===== config.mk =====
export PLATFORM = sky130hd
export DESIGN_NAME = fpga_scan_ctrl
export DESIGN_NICKNAME = d
export VERILOG_FILES = /design/src/rtl/fpga_scan_ctrl.sv
export SDC_FILE = /design/constraint.sdc
export NUM_CORES = 1
export LEC_CHECK = 0
export ABC_AREA = 1
export CORE_AREA = 2 2 127 129
export DETAILED_ROUTE_END_ITERATION = 12
export DIE_AREA = 0 0 129 131
export PLACE_DENSITY = 0.75
export REMOVE_ABC_BUFFERS = 1
export SETUP_SLACK_MARGIN = 0.5
export SLEW_MARGIN = 20
export SYNTH_ARGS = -nofsm -noshare
export SYNTH_HDL_FRONTEND = slang
export SYNTH_SLANG_ARGS = --single-unit

===== constraint.sdc =====
create_clock -name clk_ext -period 2.8 [get_ports clk_ext]
set_input_delay 0.28 -clock clk_ext [delete_from_list [all_inputs] [get_ports clk_ext]]
set_output_delay 0.28 -clock clk_ext [all_outputs]
set_load 0.03 [all_outputs]

===== src/rtl/fpga_scan_ctrl.sv =====
// Sequencer for the ISFET readout chip: shifts out a command word, collects
// signed ADC conversions, averages them and presents one result per pixel.
module fpga_scan_ctrl #(
  parameter int ADDR_WIDTH   = 8,
  parameter int SETTLE_BITS  = 4,
  parameter int CMD_WIDTH    = 18,
  parameter int ADC_BITS     = 18,
  parameter int AVG_LOG2_MAX = 3,
  parameter int TIMEOUT_CYC  = 4096
) (
  input  logic                   clk_ext,
  input  logic                   rstb_ext,
  input  logic                   start,
  input  logic                   abort,
  input  logic                   scan_mode,
  input  logic [ADDR_WIDTH-1:0]  pix_first,
  input  logic [ADDR_WIDTH-1:0]  pix_last,
  input  logic [SETTLE_BITS-1:0] settle_pre,
  input  logic [SETTLE_BITS-1:0] settle_post,
  input  logic                   rotate_flag,
  input  logic                   adc_int_flag,
  input  logic [1:0]             avg_log2,
  input  logic                   spi_si4chip_ena,
  input  logic                   din_4_chip,
  output logic                   dout_2_chip,
  output logic                   spi_so2chip_flag,
  output logic                   spi_fpga_wait,
  output logic                   res_valid,
  input  logic                   res_ready,
  output logic [ADDR_WIDTH-1:0]  res_pixel,
  output logic [ADC_BITS-1:0]    res_data,
  output logic                   busy,
  output logic                   done,
  output logic                   timeout_err
);

  localparam int CNT_W = $clog2(CMD_WIDTH);
  localparam int TO_W  = $clog2(TIMEOUT_CYC);
  localparam int ACC_W = ADC_BITS + AVG_LOG2_MAX;
  localparam int SMP_W = AVG_LOG2_MAX + 1;
  localparam logic [1:0]       AVG_MAX  = 2'(AVG_LOG2_MAX);
  localparam logic [CNT_W-1:0] BIT_LAST = CNT_W'(CMD_WIDTH - 1);
  localparam logic [TO_W-1:0]  TO_LAST  = TO_W'(TIMEOUT_CYC - 1);

  typedef enum logic [2:0] {
    S_IDLE, S_LOAD, S_SEROUT, S_WFD, S_SERIN, S_ACCUM, S_EMIT
  } state_t;

  state_t                  r_state;
  logic                    r_din_q;
  logic                    r_scan, r_rot, r_adc;
  logic [ADDR_WIDTH-1:0]   r_pix, r_last;
  logic [SETTLE_BITS-1:0]  r_pre, r_post;
  logic [1:0]              r_avg;
  logic [CMD_WIDTH-1:0]    r_cmd;
  logic [CNT_W-1:0]        r_bit;
  logic [TO_W-1:0]         r_to;
  logic [ADC_BITS-1:0]     r_sin;
  logic signed [ACC_W-1:0] r_acc;
  logic [SMP_W-1:0]        r_smp;

  logic signed [ACC_W-1:0] w_sext, w_sum, w_avgd;
  logic [SMP_W-1:0]        w_smp_nxt, w_smp_tgt;
  logic [1:0]              w_avg_clamp;

  assign w_avg_clamp = (avg_log2 > AVG_MAX) ? AVG_MAX : avg_log2;
  assign w_sext      = {{AVG_LOG2_MAX{r_sin[ADC_BITS-1]}}, r_sin};
  assign w_sum       = r_acc + w_sext;
  assign w_avgd      = w_sum >>> r_avg;
  assign w_smp_nxt   = r_smp + SMP_W'(1);
  assign w_smp_tgt   = SMP_W'(1) << r_avg;

  assign busy          = (r_state != S_IDLE);
  assign spi_fpga_wait = (r_state == S_WFD);

  always_ff @(posedge clk_ext or negedge rstb_ext)
    if (!rstb_ext) r_din_q <= 1'b0;
    else           r_din_q <= din_4_chip;

  always_ff @(posedge clk_ext or negedge rstb_ext) begin
    if (!rstb_ext) begin
      r_state          <= S_IDLE;
      r_scan           <= 1'b0;
      r_rot            <= 1'b0;
      r_adc            <= 1'b0;
      r_pix            <= '0;
      r_last           <= '0;
      r_pre            <= '0;
      r_post           <= '0;
      r_avg            <= '0;
      r_cmd            <= '0;
      r_bit            <= '0;
      r_to             <= '0;
      r_sin            <= '0;
      r_acc            <= '0;
      r_smp            <= '0;
      dout_2_chip      <= 1'b0;
      spi_so2chip_flag <= 1'b0;
      res_valid        <= 1'b0;
      res_pixel        <= '0;
      res_data         <= '0;
      done             <= 1'b0;
      timeout_err      <= 1'b0;
    end else begin
      done <= 1'b0;
      if (abort && r_state != S_IDLE) begin
        // Abort drops any pending result; timeout_err is left as-is.
        r_state          <= S_IDLE;
        dout_2_chip      <= 1'b0;
        spi_so2chip_flag <= 1'b0;
        res_valid        <= 1'b0;
        res_pixel        <= '0;
        res_data         <= '0;
        done             <= 1'b1;
      end else begin
        case (r_state)
          S_IDLE: if (start) begin
            r_scan      <= scan_mode;
            r_last      <= pix_last;
            r_pre       <= settle_pre;
            r_post      <= settle_post;
            r_rot       <= rotate_flag;
            r_adc       <= adc_int_flag;
            r_avg       <= w_avg_clamp;
            r_pix       <= pix_first;
            timeout_err <= 1'b0;
            r_state     <= S_LOAD;
          end
          S_LOAD: begin
            r_cmd            <= {r_rot, r_adc, r_post, r_pre, r_pix};
            spi_so2chip_flag <= 1'b1;
            r_acc            <= '0;
            r_smp            <= '0;
            r_bit            <= '0;
            r_to             <= '0;
            r_state          <= S_SEROUT;
          end
          S_SEROUT: begin
            dout_2_chip <= r_cmd[CMD_WIDTH-1];
            r_cmd       <= {r_cmd[CMD_WIDTH-2:0], 1'b0};
            r_bit       <= r_bit + CNT_W'(1);
            if (r_bit == BIT_LAST) begin
              spi_so2chip_flag <= 1'b0;
              r_state          <= S_WFD;
            end
          end
          S_WFD: begin
            dout_2_chip <= 1'b0;
            if (spi_si4chip_ena) begin
              r_to    <= '0;
              r_state <= S_SERIN;
            end else if (r_to == TO_LAST) begin
              r_to        <= '0;
              timeout_err <= 1'b1;
              done        <= 1'b1;
              r_state     <= S_IDLE;
            end else begin
              r_to <= r_to + TO_W'(1);
            end
          end
          // din_q lags the chip by a cycle, so the shift also runs on the
          // cycle where ena has already dropped to pick up the last bit.
          S_SERIN: begin
            r_sin <= {r_sin[ADC_BITS-2:0], r_din_q};
            if (!spi_si4chip_ena) r_state <= S_ACCUM;
          end
          S_ACCUM: begin
            r_acc <= w_sum;
            r_smp <= w_smp_nxt;
            if (w_smp_nxt == w_smp_tgt) begin
              res_data  <= w_avgd[ADC_BITS-1:0];
              res_pixel <= r_pix;
              res_valid <= 1'b1;
              r_state   <= S_EMIT;
            end else begin
              r_state <= S_WFD;
            end
          end
          S_EMIT: if (res_ready) begin
            res_valid <= 1'b0;
            if (!r_scan || r_pix == r_last) begin
              done    <= 1'b1;
              r_state <= S_IDLE;
            end else begin
              r_pix   <= r_pix + ADDR_WIDTH'(1);
              r_state <= S_LOAD;
            end
          end
          default: r_state <= S_IDLE;
        endcase
      end
    end
  end

endmodule

==> flow_summary.yaml, run 1 <==
status:
  status: "complete, no violations"
timing:
  period_share: 0.763
  worst_pin_slew_ns: 0.853
  finClkSkew_ns: 0.00957
  max_freq_mhz: 468
  hold_viol_final: 0
  rsz0062_at_grt: "true"
  relSlewSlack: 0.431
  min_period_ns: 2.14
  setup-violations-final: 0
  slew_violations: 0
clocking:
  cts.sinks: 142
  clock_path_buffers: 2
  cts_root_buffer: "clkbuf_16"
  cts.clk_slew.worst_paths_ns: 0.06
  clk_latency_ns: 0.43
  post_cts_buffers: 0
  cts_htree_levels: 4
  cts_tree: "done"
  cts_made_buffers: 17
floorplan:
  die-area_um2: 16900
  num_io_pins: 69
  die_y_um: 131
  rows: 46
  fp.dieW_um: 129
  coreArea_um2: 15600
  start_util: 0.521
synthesis:
  ys_ff_latch: 142
  synth_area_um2: 8120
  synthArstFlopShare: 1.00
  syn_inst: 1013
  yosysWarnings: 0
  yosysSeqAreaShare: 0.438
  synth_edf_count: 0
  synth_ff_type: "dfrtp_1"
  avgSynthCellArea_um2: 8.02
  synth_cell_types: 51
grt:
  antenna_found_initial: 0
  use_met2: 0.415
  grt.busiest_layer: "met2"
  grt_pass1_vias: 6874
  grt_max_degree: 73
  grtUsageTotal: 0.244
  grt_use_met3: 0.0607
  overflow: 0
  grt_use_met1: 0.307
  grt_pass1_wl_mm: 32.3
worst_setup_path:
  crit_fanout: 3
  arrival_ns: 2.50
  crit-reg2reg-capture: "res_data[7]"
  path_class: "reg2reg"
  rrSetupSlack_ns: 0.66
  r2r-start: "r_sin[0]"
  crit_required_ns: 3.16
  end_kind: "register"
  critPathLaunchType: "register"
  reg2regPathDepth: 13
final_layout:
  multi_input_area_um2: 3930
  nFillCells: 1384
  seq_area_um2: 3550
  fin_nets: 1146
  stdcell_area_um2: 9630
  final_cell_mix: "286 x nand2_1, 142 x dfrtp_1, 116 x inv_1, 101 x nand3_1, 66 x clkdlybuf4s50_1"
  area_delta_synth_final_pct: 18.5
  antennaDiodeCount: 0
  final_cells: 1312
  final_common_cell: "nand2_1"
  drive_gt1_frac: 0.101
placement:
  place_area_um2: 9010
  io_buffers: 68
  dp.cells: 1280
  gp_congestion: 0.962
  dp_hpwl_mm: 13.8
detailed_routing:
  drt-initial-drc-count: 528
  first_pass_iters: 6
  routedWlPerCell_um: 14.7
  drt-total-wl_mm: 19.3
  ant_nets: 0
  avgViaCountPerCell: 5.34
  dr_total_vias: 7001
  remaining_drc_errors: 0
pwr:
  p_per_area_nw_per_um2: 836
  p_leak_uw: 0.00478
  ir_worst_vdd_mv: 0.706
min_path:
  hold_depth: 1
  hold_end: "r_din_q"
  hp-class: "in2reg"
  min_from: "din_4_chip"
run:
  maxCapViolCount: 0
==> timing repair <==
| item | CTS | global route |
|---|---|---|
| gates resized for setup | 1 | 6 |
| endpoints found under the setup margin | 1 | 15 |
| hold endpoints to repair | 69 | 0 |
| hold buffers | 1 | 0 |
| pin swaps | 0 | 1 |
==> cell families (layout without fill, tap and decap cells) <==
kind of cell / count (synthesis) / count (layout) / synth area share
xor gates and xnor gates: 13 / 13 / 0.0140
adders and majority gates: 26 / 26 / 0.0410
buffers and inverters: 157 / 240 / 0.0804
and+or+nand+nor: 496 / 496 / 0.268
DFF: 142 / 142 / 0.438
muxes: 31 / 31 / 0.0428
AOI/OAI and AO/OA: 148 / 148 / 0.116
==> state kept, by name, summed over array words and instances (netlist names) <==
| signal | count |
|---|---|
| done | 1 |
| dout_2_chip | 1 |
| r_acc | 21 |
| r_adc | 1 |
| r_avg | 2 |
| r_bit | 5 |
| r_cmd | 18 |
| r_din_q | 1 |
| r_last | 8 |
| r_pix | 8 |
| r_post | 4 |
| r_pre | 4 |
| r_rot | 1 |
| r_scan | 1 |
| r_sin | 18 |
| r_smp | 4 |
| r_state | 3 |
| r_to | 12 |
| res_data | 18 |
| res_pixel | 8 |
| res_valid | 1 |
| spi_so2chip_flag | 1 |
| timeout_err | 1 |
==> worst max-delay path: stages (launching register included) <==
cell and delay, ns:
dfrtp_1 0.37, ha_2 0.19, inv_1 0.05, fa_2 0.36, inv_2 0.08, nand2_1 0.05, nand2_1 0.07, nand3_1 0.09
nand2_2 0.11, xor2_1 0.33, nand2_1 0.14, nand3_1 0.10, nand3_1 0.09, nand2_1 0.07
==> cell usage after synthesis, types with 3 or more instances <==
library cell	count	area share
nand2_1	288	0.13
dfrtp_1	142	0.44
inv_1	117	0.054
nand3_1	101	0.062
nor2_1	55	0.025
o21ai_0	49	0.030
mux2_2	30	0.042
a21oi_1	29	0.018
ha_1	25	0.039
o211ai_1	19	0.018
o21ai_1	11	0.0068
buf_2	10	0.0062
clkbuf_1	9	0.0042
inv_2	9	0.0042
nand4_1	9	0.0069
a32o_1	8	0.0099
nand3b_1	8	0.0074
xor2_1	8	0.0086
a22o_1	7	0.0076
and2_1	7	0.0054
nor3_1	7	0.0043
buf_6	5	0.0069
nor2_2	5	0.0039
xnor2_1	5	0.0054
nor3b_1	4	0.0037
o22ai_1	4	0.0031
o31ai_1	4	0.0037
or2_2	4	0.0031
buf_1	3	0.0014
buf_4	3	0.0028
o21ai_2	3	0.0032
o21bai_1	3	0.0028
==> per-layer routing <==
layer	share of wire	vias up
met5	0	-
met4	0.024	0
met3	0.053	44
met2	0.49	202
met1	0.44	3269
li1	-	3486
==> layout make-up <==
| type | instances | share of cell area |
|---|---|---|
| clock buffer | 19 | 0.0450 |
| clock inverter | 12 | 0.0169 |
| inverter | 127 | 0.0498 |
| multi-input combinational | 714 | 0.408 |
| sequential | 142 | 0.369 |
| tap | 216 | 0.0281 |
| timing repair buffer | 82 | 0.0832 |
==> report_power, final <==
part	internal (uW)	switching, uW	leakage (uW)
combinational	1030	1860	0.00261
clock	1400	885	0.000284
sequential	2540	335	0.00188
total	4970	3080	0.00478
==> through the flow <==
step	setup slack (ns)	power [uW]	setup TNS, ns	hold slack (ns)	util
2_1_floorplan	-0.291	4830	-1.06	-0.0156	-
3_3_place_gp	0.649	5670	0	0.351	0.578
3_5_place_dp	0.622	5730	0	0.351	0.578
4_1_cts	0.589	8070	0	0.276	0.616
5_1_grt	0.492	8560	0	0.292	0.617
6_report	0.663	8050	0	0.289	0.617
==> worst max-delay path by stage <==
stage | cells past startpoint | slack, ns | endpoint | start
finish | 13 | 0.66 | res_data[7] | r_sin[0]
detailed placement | 12 | 0.62 | res_data[1] | r_sin[0]
floorplan | 9 | -0.29 | r_bit[4] | r_state[0]
global route | 16 | 0.49 | res_data[14] | r_sin[0]
global placement | 12 | 0.65 | res_data[1] | r_sin[0]
CTS | 12 | 0.59 | res_data[1] | r_sin[0]
Power figures use the tool's default switching activity.
==> inputs of run 2 (changes only) <==
clock period = 2.1 ns   (was 2.8 ns; I/O delays follow)
==> run 2 against run 1 <==
The run now ends with negative setup slack left. Sequential cell count unchanged. Non-clock buffer count increased by 113. Clock skew decreased by 0.0023 ns. Global-route usage up 3.2 points. Critical path type unchanged. Critical endpoint is now res_data[11]. Largest cell class unchanged.
==> flow_summary.yaml, run 2 (synthesis results as in run 1) <==
detailed_routing:
  dr_total_vias: 8669
  remaining_drc_errors: 0
  wl_met3_mm: 2.19
  wl_met1_mm: 10.6
  first_pass_iters: 6
  routedWlPerCell_um: 20.8
  drt-total-wl_mm: 29.7
  ant_nets: 0
  wl_met2_mm: 15.0
  routed.top_layer: "met4"
  avgViaCountPerCell: 6.07
  drt-initial-drc-count: 945
final_layout:
  seq_area_um2: 3560
  largest_register_ff_count: 21
  final_cell_mix: "201 x nand2_1, 136 x dfrtp_1, 101 x inv_1, 81 x buf_4, 64 x nand3_1"
  antennaDiodeCount: 0
  fin_util: 0.782
  final_cells: 1428
  drive_gt1_frac: 0.388
  fin_nets: 1261
  top_register: "r_acc"
  area_delta_synth_final_pct: 50.2
  multi_input_area_um2: 5290
  final_common_cell: "nand2_1"
  nFillCells: 890
  stdcell_area_um2: 12200
clocking:
  clock_path_buffers: 2
  cts_tree: "done"
  clk_latency_ns: 0.44
  cts.sinks: 142
  cts.clk_slew.worst_paths_ns: 0.06
  cts_made_buffers: 17
  cts_htree_levels: 4
  cts_root_buffer: "clkbuf_16"
worst_setup_path:
  critPathLaunchType: "register"
  arrival_ns: 2.48
  r2r-start: "r_acc[0]"
  crit-reg2reg-capture: "res_data[11]"
  crit_required_ns: 2.43
  crit_fanout: 3
  crit_path_end: "res_data[11]"
  path_class: "reg2reg"
  reg2regPathDepth: 16
  rrSetupSlack_ns: -0.04
  end_kind: "register"
  critPathLaunch: "r_acc[0]"
placement:
  place_ws_ns: -0.0333
  gp_congestion: 0.917
  io_buffers: 68
  dp.cells: 1300
  dp_hpwl_mm: 14.3
  place_area_um2: 9190
floorplan:
  rows: 46
  coreArea_um2: 15600
  fp.dieW_um: 129
  die_y_um: 131
  num_io_pins: 69
  start_util: 0.521
  die-area_um2: 16900
grt:
  grt_max_degree: 57
  grt_pass1_vias: 7715
  grtUsageTotal: 0.276
  antenna_found_initial: 0
  grt_pass1_wl_mm: 36.6
  overflow: 0
run:
  maxCapViolCount: 0
pwr:
  switchingPower_uw: 6020
  ir_worst_vdd_mv: 0.842
  p_seq_frac: 0.274
  p_per_area_nw_per_um2: 1180
  clock_power_share: 0.214
  intPower_uw: 8330
  power_frac_comb: 0.512
  p_sw_frac: 0.420
  p_leak_uw: 0.00614
timing:
  finClkSkew_ns: 0.00724
  hold_viol_final: 0
  max_freq_mhz: 467
  setup-violations-final: 9
  relSlewSlack: 0.654
  hold_ws_ns: 0.239
  min_period_ns: 2.14
  worst_slack_ns: -0.0425
  period_share: 1.02
  slew_violations: 0
  rsz0062_at_grt: "true"
  worst_pin_slew_ns: 0.519
status:
  violations: "negative setup slack"
  status: "finished with violations"
min_path:
  hp-class: "in2reg"
run 2: changes by cell type in the layout (fill, tap and decap cells not counted), sizes merged:
cell | before | now
buf | 14 | 122
dlygate4sd2 | 1 | 31
clkbuf | 19 | 25
clkinvlp | 2 | 1
bufinv | 3 | 1
clkdlybuf4s50 | 66 | 34
inv | 129 | 135
clkinv | 5 | 6
run 2: metrics by stage:
stage	setup TNS, ns	power [uW]
2_1_floorplan	-18.44	6440
3_3_place_gp	-0.0311	7760
3_5_place_dp	-0.157	7860
4_1_cts	0	11500
5_1_grt	-1.78	14900
6_report	-0.256	14300
run 2: critical path: stages (launching register included):
cell and delay [ns]:
dfrtp_1 0.40, ha_2 0.21, inv_2 0.04, fa_2 0.36, inv_2 0.08, nand2_2 0.05, nand2_2 0.07, nand3_2 0.08
nand2_2 0.12, buf_6 0.12, nand2_2 0.05, nand2_1 0.10, nand2_2 0.08, nand3_2 0.09, nand3_2 0.08, nand3_2 0.07
nand2_1 0.05
run 2: how the worst min path moves through the flow:
stage                from  depth (start not counted)        to
2_1_floorplan    rstb_ext                          0      done
3_3_place_gp     rstb_ext                          1  r_sin[7]
3_5_place_dp     rstb_ext                          1  r_sin[6]
4_1_cts        din_4_chip                          1   r_din_q
5_1_grt        din_4_chip                          1   r_din_q
6_report       din_4_chip                          1   r_din_q
run 2: timing repair:
action	4_1_cts	5_1_grt
buffers inserted	43	41
gates cloned	0	11
endpoints found under the hold margin	51	0
resized for setup	186	278
endpoints found under the setup margin	123	106
hold buffers	1	0
pin swaps	56	72
run 2: layout make-up:
cell class | instances | share of cell area
Multi-Input combinational cell | 714 | 0.434
Sequential cell | 142 | 0.292
Timing Repair Buffer | 195 | 0.160
Inverter | 127 | 0.0419
Clock buffer | 18 | 0.0352
Tap cell | 216 | 0.0222
Clock inverter | 14 | 0.0123
Timing Repair inverter | 2 | 0.00226
run 2: layer usage:
metal / global-route usage / vias to the layer above
li1: - / 3726
met1: 0.330 / 4197
met2: 0.479 / 564
met3: 0.0493 / 182
met4: 0.142 / 0
met5: 0 / -
run 2: power by group through the flow:
| stage | Sequential, uW | Clock [uW] | Combinational, uW |
|---|---|---|---|
| detailed placement | 3860 | 0 | 4000 |
| global route | 3980 | 3180 | 7710 |
| global placement | 3840 | 0 | 3920 |
| floorplan | 3880 | 0 | 2560 |
| CTS | 3790 | 3030 | 4660 |
| finish | 3930 | 3070 | 7350 |
==> inputs of run 3 (changes only) <==
HOLD_SLACK_MARGIN = 0.02   (was unset)
==> results of run 3 <==
Same layout as run 2: the final DEF is identical, and so are final timing and power.
